`src/rtl/add_seq_ctrl_if.sv`:
```
// Request/response bundle for the nibble-serial adder controller.
// Master drives operands and handshakes; slave returns the registered result.
// Optional subtract select exists only when SUBTRACT_EN is defined.
interface add_seq_ctrl_if #(
    parameter int NIB = 4
);
    logic [4*NIB-1:0] a;
    logic [4*NIB-1:0] b;
    logic             cin;
    logic             in_vld;
    logic             in_rdy;
    logic             abort;
    logic [4*NIB-1:0] sum;
    logic             cout;
    logic             ovf;
    logic             out_vld;
    logic             out_rdy;
`ifdef SUBTRACT_EN
    logic             sub;
`endif

    modport master (
        output a, b, cin, in_vld, abort, out_rdy,
`ifdef SUBTRACT_EN
        output sub,
`endif
        input  in_rdy, sum, cout, ovf, out_vld
    );

    modport slave (
        input  a, b, cin, in_vld, abort, out_rdy,
`ifdef SUBTRACT_EN
        input  sub,
`endif
        output in_rdy, sum, cout, ovf, out_vld
    );
endinterface

```
`src/rtl/add_seq_ctrl.sv`:
```
// Nibble-serial A+B+Cin through one shared 4-bit ripple slice, LSB nibble first.
// Latency: accept at edge t, result valid after edge t+NIB; next accept at t+NIB+2 at the earliest.
// Backpressure: result held in DONE until out_rdy; abort returns to IDLE. Optional: SUBTRACT_EN adds sub.
module add_seq_ctrl #(
    parameter int NIB = 4
) (
    input logic          clk_i,
    input logic          rst_ni,
    add_seq_ctrl_if.slave bus
);
    localparam int W  = 4 * NIB;
    localparam int IW = $clog2(NIB);
    localparam logic [IW-1:0] LAST_IDX = IW'(NIB - 1);

    typedef enum logic [1:0] {IDLE, RUN, DONE} state_t;

    state_t          state_q;
    logic [W-1:0]    a_q;
    logic [W-1:0]    b_q;
    logic [W-1:0]    sum_q;
    logic [IW-1:0]   idx_q;
    logic            carry_q;
    logic            cout_q;
    logic            ovf_q;
    logic            in_rdy_q;
    logic            out_vld_q;

    logic [3:0]      a_nib;
    logic [3:0]      b_nib;
    logic [4:0]      slice_sum;
    logic [3:0]      low3_sum;
    logic [W-1:0]    b_cap_d;
    logic            carry_cap_d;

    // Shared 4-bit slice: pick the current nibble pair, add with carry, and
    // expose the carry into bit 3 for the signed-overflow test on the last nibble.
    always_comb begin
        a_nib = '0;
        b_nib = '0;
        for (int n = 0; n < NIB; n++) begin
            if (idx_q == IW'(n)) begin
                a_nib = a_q[4*n +: 4];
                b_nib = b_q[4*n +: 4];
            end
        end
        slice_sum = {1'b0, a_nib} + {1'b0, b_nib} + {4'b0000, carry_q};
        low3_sum  = {1'b0, a_nib[2:0]} + {1'b0, b_nib[2:0]} + {3'b000, carry_q};
    end

    // Operand B and initial carry as captured on accept (subtract inverts B, forces carry 1).
    always_comb begin
`ifdef SUBTRACT_EN
        b_cap_d     = bus.sub ? ~bus.b : bus.b;
        carry_cap_d = bus.sub ? 1'b1 : bus.cin;
`else
        b_cap_d     = bus.b;
        carry_cap_d = bus.cin;
`endif
    end

    // Control FSM plus datapath registers; all outputs come straight from flops.
    always_ff @(posedge clk_i or negedge rst_ni) begin
        if (!rst_ni) begin
            state_q   <= IDLE;
            a_q       <= '0;
            b_q       <= '0;
            sum_q     <= '0;
            idx_q     <= '0;
            carry_q   <= 1'b0;
            cout_q    <= 1'b0;
            ovf_q     <= 1'b0;
            in_rdy_q  <= 1'b1;
            out_vld_q <= 1'b0;
        end else begin
            case (state_q)
                IDLE: begin
                    // abort is meaningless here; an offered operation is taken regardless
                    if (bus.in_vld) begin
                        a_q      <= bus.a;
                        b_q      <= b_cap_d;
                        carry_q  <= carry_cap_d;
                        sum_q    <= '0;
                        idx_q    <= '0;
                        in_rdy_q <= 1'b0;
                        state_q  <= RUN;
                    end
                end
                RUN: begin
                    if (bus.abort) begin
                        // partial sum is left as-is
                        in_rdy_q <= 1'b1;
                        state_q  <= IDLE;
                    end else begin
                        for (int n = 0; n < NIB; n++) begin
                            if (idx_q == IW'(n)) begin
                                sum_q[4*n +: 4] <= slice_sum[3:0];
                            end
                        end
                        carry_q <= slice_sum[4];
                        if (idx_q == LAST_IDX) begin
                            // index parks at the last nibble; no second pass
                            cout_q    <= slice_sum[4];
                            ovf_q     <= low3_sum[3] ^ slice_sum[4];
                            out_vld_q <= 1'b1;
                            state_q   <= DONE;
                        end else begin
                            idx_q <= idx_q + 1'b1;
                        end
                    end
                end
                DONE: begin
                    if (bus.abort || bus.out_rdy) begin
                        out_vld_q <= 1'b0;
                        in_rdy_q  <= 1'b1;
                        state_q   <= IDLE;
                    end
                end
                default: begin
                    out_vld_q <= 1'b0;
                    in_rdy_q  <= 1'b1;
                    state_q   <= IDLE;
                end
            endcase
        end
    end

    assign bus.in_rdy  = in_rdy_q;
    assign bus.out_vld = out_vld_q;
    assign bus.sum     = sum_q;
    assign bus.cout    = cout_q;
    assign bus.ovf     = ovf_q;
endmodule

```
`src/flat_wrapper.sv`:
```
// flat-port wrapper written by rule: the top's interface ports become plain ports
module add_seq_ctrl_flat 
#(
    parameter int NIB = 4
)
  (clk_i, rst_ni, bus_a, bus_b, bus_cin, bus_in_vld, bus_abort, bus_out_rdy, bus_in_rdy, bus_sum, bus_cout, bus_ovf, bus_out_vld);
  add_seq_ctrl_if #(.NIB(NIB)) bus_i ();
  input logic clk_i;
  input logic rst_ni;
  input wire logic [$bits(bus_i.a)-1:0] bus_a;
  input wire logic [$bits(bus_i.b)-1:0] bus_b;
  input wire logic [$bits(bus_i.cin)-1:0] bus_cin;
  input wire logic [$bits(bus_i.in_vld)-1:0] bus_in_vld;
  input wire logic [$bits(bus_i.abort)-1:0] bus_abort;
  input wire logic [$bits(bus_i.out_rdy)-1:0] bus_out_rdy;
  output wire logic [$bits(bus_i.in_rdy)-1:0] bus_in_rdy;
  output wire logic [$bits(bus_i.sum)-1:0] bus_sum;
  output wire logic [$bits(bus_i.cout)-1:0] bus_cout;
  output wire logic [$bits(bus_i.ovf)-1:0] bus_ovf;
  output wire logic [$bits(bus_i.out_vld)-1:0] bus_out_vld;
  assign bus_i.a = bus_a;
  assign bus_i.b = bus_b;
  assign bus_i.cin = bus_cin;
  assign bus_i.in_vld = bus_in_vld;
  assign bus_i.abort = bus_abort;
  assign bus_i.out_rdy = bus_out_rdy;
  assign bus_in_rdy = bus_i.in_rdy;
  assign bus_sum = bus_i.sum;
  assign bus_cout = bus_i.cout;
  assign bus_ovf = bus_i.ovf;
  assign bus_out_vld = bus_i.out_vld;
  add_seq_ctrl #(.NIB(NIB)) u_core (.clk_i(clk_i), .rst_ni(rst_ni), .bus(bus_i));
endmodule
```
`config.mk`:
```
export PLATFORM = sky130hd
export DESIGN_NAME = add_seq_ctrl_flat
export DESIGN_NICKNAME = d
export VERILOG_FILES = /design/src/rtl/add_seq_ctrl_if.sv /design/src/rtl/add_seq_ctrl.sv /design/src/flat_wrapper.sv
export SDC_FILE = /design/constraint.sdc
export NUM_CORES = 1
export LEC_CHECK = 0
export ABC_CLOCK_PERIOD_IN_PS = 5100
export BUFFER_PORTS_ARGS = -buffer_cell sky130_fd_sc_hd__buf_4
export CAP_MARGIN = 20
export CORE_MARGIN = 2
export CORE_UTILIZATION = 45
export DETAILED_ROUTE_END_ITERATION = 7
export PLACE_DENSITY = 0.67
export SLEW_MARGIN = 30
export SYNTH_ARGS = -nofsm -noshare
export SYNTH_HDL_FRONTEND = slang
export SYNTH_SLANG_ARGS = --single-unit
```
`constraint.sdc`:
```
create_clock -name clk_i -period 5.1 [get_ports clk_i]
set_input_delay 0.51 -clock clk_i [delete_from_list [all_inputs] [get_ports clk_i]]
set_output_delay 0.51 -clock clk_i [all_outputs]
set_load 0.1 [all_outputs]
```
==> flow_metrics.env <==
export IMPL_grt_pass1_vias=1986
export IMPL_ys_async_sr_fraction=1.00
export IMPL_cp_required_ps=5310
export IMPL_multi_input_area_um2=1420
export IMPL_crit_type="flop to flop"
export IMPL_cts_sinks=57
export IMPL_die_area_um2=7180
export IMPL_drt_total_wl_mm=5.86
export IMPL_htreeDepth=3
export IMPL_cts_tree="built"
export IMPL_vias=1927
export IMPL_overflow=0
export IMPL_drt_iter0_drc=119
export IMPL_grt_pass1_wl_mm=9.99
export IMPL_postCtsHoldBufs=0
export IMPL_tightest_slew_ps=817
export IMPL_dr_wl_met3_um=287
export IMPL_synthFlopType="dfrtp_1"
export IMPL_postCtsSetupRepairBufs=0
export IMPL_p_leak_uw=0.00170
export IMPL_rsz0062_at_grt="no"
export IMPL_end_kind="flop"
export IMPL_drv_slew=0
export IMPL_dr_pass1_iters=4
export IMPL_ios=58
export IMPL_hold_violations=0
export IMPL_place_gp_congestion=0.830
export IMPL_synth_seq_cells=57
export IMPL_highest_layer="met4"
export IMPL_synth_edff_count=0
export IMPL_vias_per_cell=5.22
export IMPL_ant_nets=0
export IMPL_syn_inst=228
export IMPL_synth_avg_cell_area_um2=12.9
export IMPL_grtUsageTotal=0.180
export IMPL_antenna_found_initial=0
export IMPL_seq_area_frac_synth=0.487
export IMPL_p_per_area_nw_per_um2=780
export IMPL_area_growth_pct=24.1
export IMPL_cts_buffer_depth=2
export IMPL_core_area_um2=6310
export IMPL_wl_per_cell_um=15.9
export IMPL_fin_crit_sh=0.628
export IMPL_critPathLaunchType="flop"
export IMPL_skew_ps=5.17
export IMPL_clk_pin_slew_ps=70
export IMPL_grt_max_degree=58
export IMPL_cts_made_buffers=9
export IMPL_met2_length_mm=2.64
export IMPL_final_util=0.576
export IMPL_clk_latency_ps=330
export IMPL_netlist_area_um2=2930
export IMPL_drc_errors=0
export IMPL_drv_cap=0
export IMPL_synth_warnings=0
export IMPL_placedCellCount=353
export IMPL_post_cts_resized=0
export IMPL_nets=334
export IMPL_cp_max_fo=14
export IMPL_m1WireLength_mm=2.81
export IMPL_hold_class="input pin to asynchronous set/reset pin"
export IMPL_start_util=0.464
export IMPL_setup_viol=0
export IMPL_ir_drop_mv=0.473
export IMPL_p_total_uw=2840
export IMPL_syn_nets=275
export IMPL_ys_types=37
export IMPL_io_buffers=57
export IMPL_cp_arrival_ps=3420
export IMPL_drive_gt1_frac=0.449
export IMPL_min_period_ps=3200
export IMPL_post_dp_hpwl_mm=4.12
export IMPL_clock_fmax_mhz=312
export IMPL_ff_latch_area_um2=1430
export IMPL_finalSetupTns_ps=0
export IMPL_rows=29
export IMPL_status="finished clean"
export IMPL_slew_headroom=0.455
export IMPL_fp_dieH_um=84.7
export IMPL_n_antenna_cell=0
export IMPL_cts_root_buf="clkbuf_8"
export IMPL_fin_cells=369
export IMPL_fillers=557
export IMPL_die_x_um=84.7
## worst max-delay path, cell delays in order (launching register included)
cell and delay, ps:
dfrtp_1 410, inv_1 110, ha_1 460, nand2_1 100, a21oi_1 140, a21oi_1 60
o21ai_0 300, fa_1 280, inv_1 70, fa_1 390, nand2b_1 170, a21oi_1 330
xor2_1 180, a21oi_1 80
## cells by family (layout without fill, tap and decap cells)
group,count (synthesis),count (layout),synth area share
flops,57,57,0.487
xor+xnor,2,2,0.00598
mux,49,49,0.225
simple gates,49,49,0.0969
fa+ha+maj,9,9,0.0435
compound gates,46,46,0.111
buf+inv,16,80,0.0303
## Yosys cell counts (3+ instances only)
cell	instances	area [um2]
a21o_1	3	22.5
inv_1	6	22.5
ha_1	7	87.6
nor2_1	13	48.8
clkbuf_1	3	11.3
nor2b_1	9	56.3
mux2_2	18	203
nand2_2	3	18.8
buf_6	3	33.8
a221oi_1	6	52.6
dfrtp_1	56	1400
a21oi_1	16	80.1
nand3b_1	5	37.5
nand2_1	9	33.8
nand2b_1	3	18.8
nor3_1	3	15.0
a21oi_4	3	48.8
o31ai_1	5	37.5
o21ai_0	7	35.0
mux2_4	29	435
## placed cells by master (no fill, tap or decap), types with 2 or more instances in the layout
master and n:
dfrtp_1 56, nor3_1 3, a21oi_4 3, mux2_2 18
nand2_2 3, nand2_1 9, buf_4 57, inv_1 6
clkbuf_8 10, ha_1 7, a21o_1 3, o31ai_1 5
mux2_4 29, mux2_1 2, nor2_1 13, a221oi_1 6
fa_1 2, nand2b_1 3, xor2_1 2, nand3b_1 5
a21oi_1 16, bufinv_16 3, o21ai_0 7, nor2b_1 9
## report_power, final
| group | leakage (uW) | switching, uW | internal, uW |
|---|---|---|---|
| Clock | 0.000120 | 184 | 337 |
| Combinational | 0.000887 | 957 | 600 |
| Sequential | 0.000693 | 126 | 633 |
## path summary, 6_finish.rpt
kind                                                from                            end  slack [ps]  cells after the start
hold reg to reg            u_core.bus.in_rdy$_DFFE_PN1P_  u_core.bus.in_rdy$_DFFE_PN1P_         500                      2
min in group clk_i                             bus_abort  u_core.state_q[1]$_DFFE_PN0P_         390                      2
setup / recovery             u_core.idx_q[1]$_DFFE_PN0P_     u_core.bus.ovf$_DFFE_PN0P_        1900                     13
max in group asynchronous                         rst_ni  u_core.state_q[0]$_DFFE_PN0P_        4420                      1
setup reg to reg             u_core.idx_q[1]$_DFFE_PN0P_     u_core.bus.ovf$_DFFE_PN0P_        1900                     13
hold / removal                                    rst_ni     u_core.a_q[15]$_DFFE_PN0P_         220                      1
## metal layers
metal	vias up	global-route usage
met5	-	0
met4	0	0.0837
met3	13	0.0560
met2	44	0.260
met1	941	0.250
li1	929	-
## area by class of cell
cell class / count / area share
timing repair buffer: 57 / 0.118
clock buffer: 11 / 0.0389
tap: 77 / 0.0265
inverter: 7 / 0.00722
multi-input combinational: 155 / 0.389
clock inverter: 5 / 0.0282
sequential: 57 / 0.393
## flip-flops by register name, summed over array words and instances (netlist names)
register / flops
u_core.bus.cout: 1
u_core.b_q: 16
u_core.bus.in_rdy: 1
u_core.bus.ovf: 1
u_core.bus.sum: 16
u_core.a_q: 16
u_core.idx_q: 2
u_core.bus.out_vld: 1
u_core.state_q: 2
u_core.carry_q: 1
## through the flow
step           setup slack (ps)  hold WS, ps  cell area, um2
3_3_place_gp               1980          475            3390
5_1_grt                    1690          285            3640
6_report                   1900          217            3640
3_5_place_dp               1900          491            3390
4_1_cts                    1890          240            3640
2_1_floorplan              2360          214            2930
No activity file was read; power rests on OpenSTA's default activity.
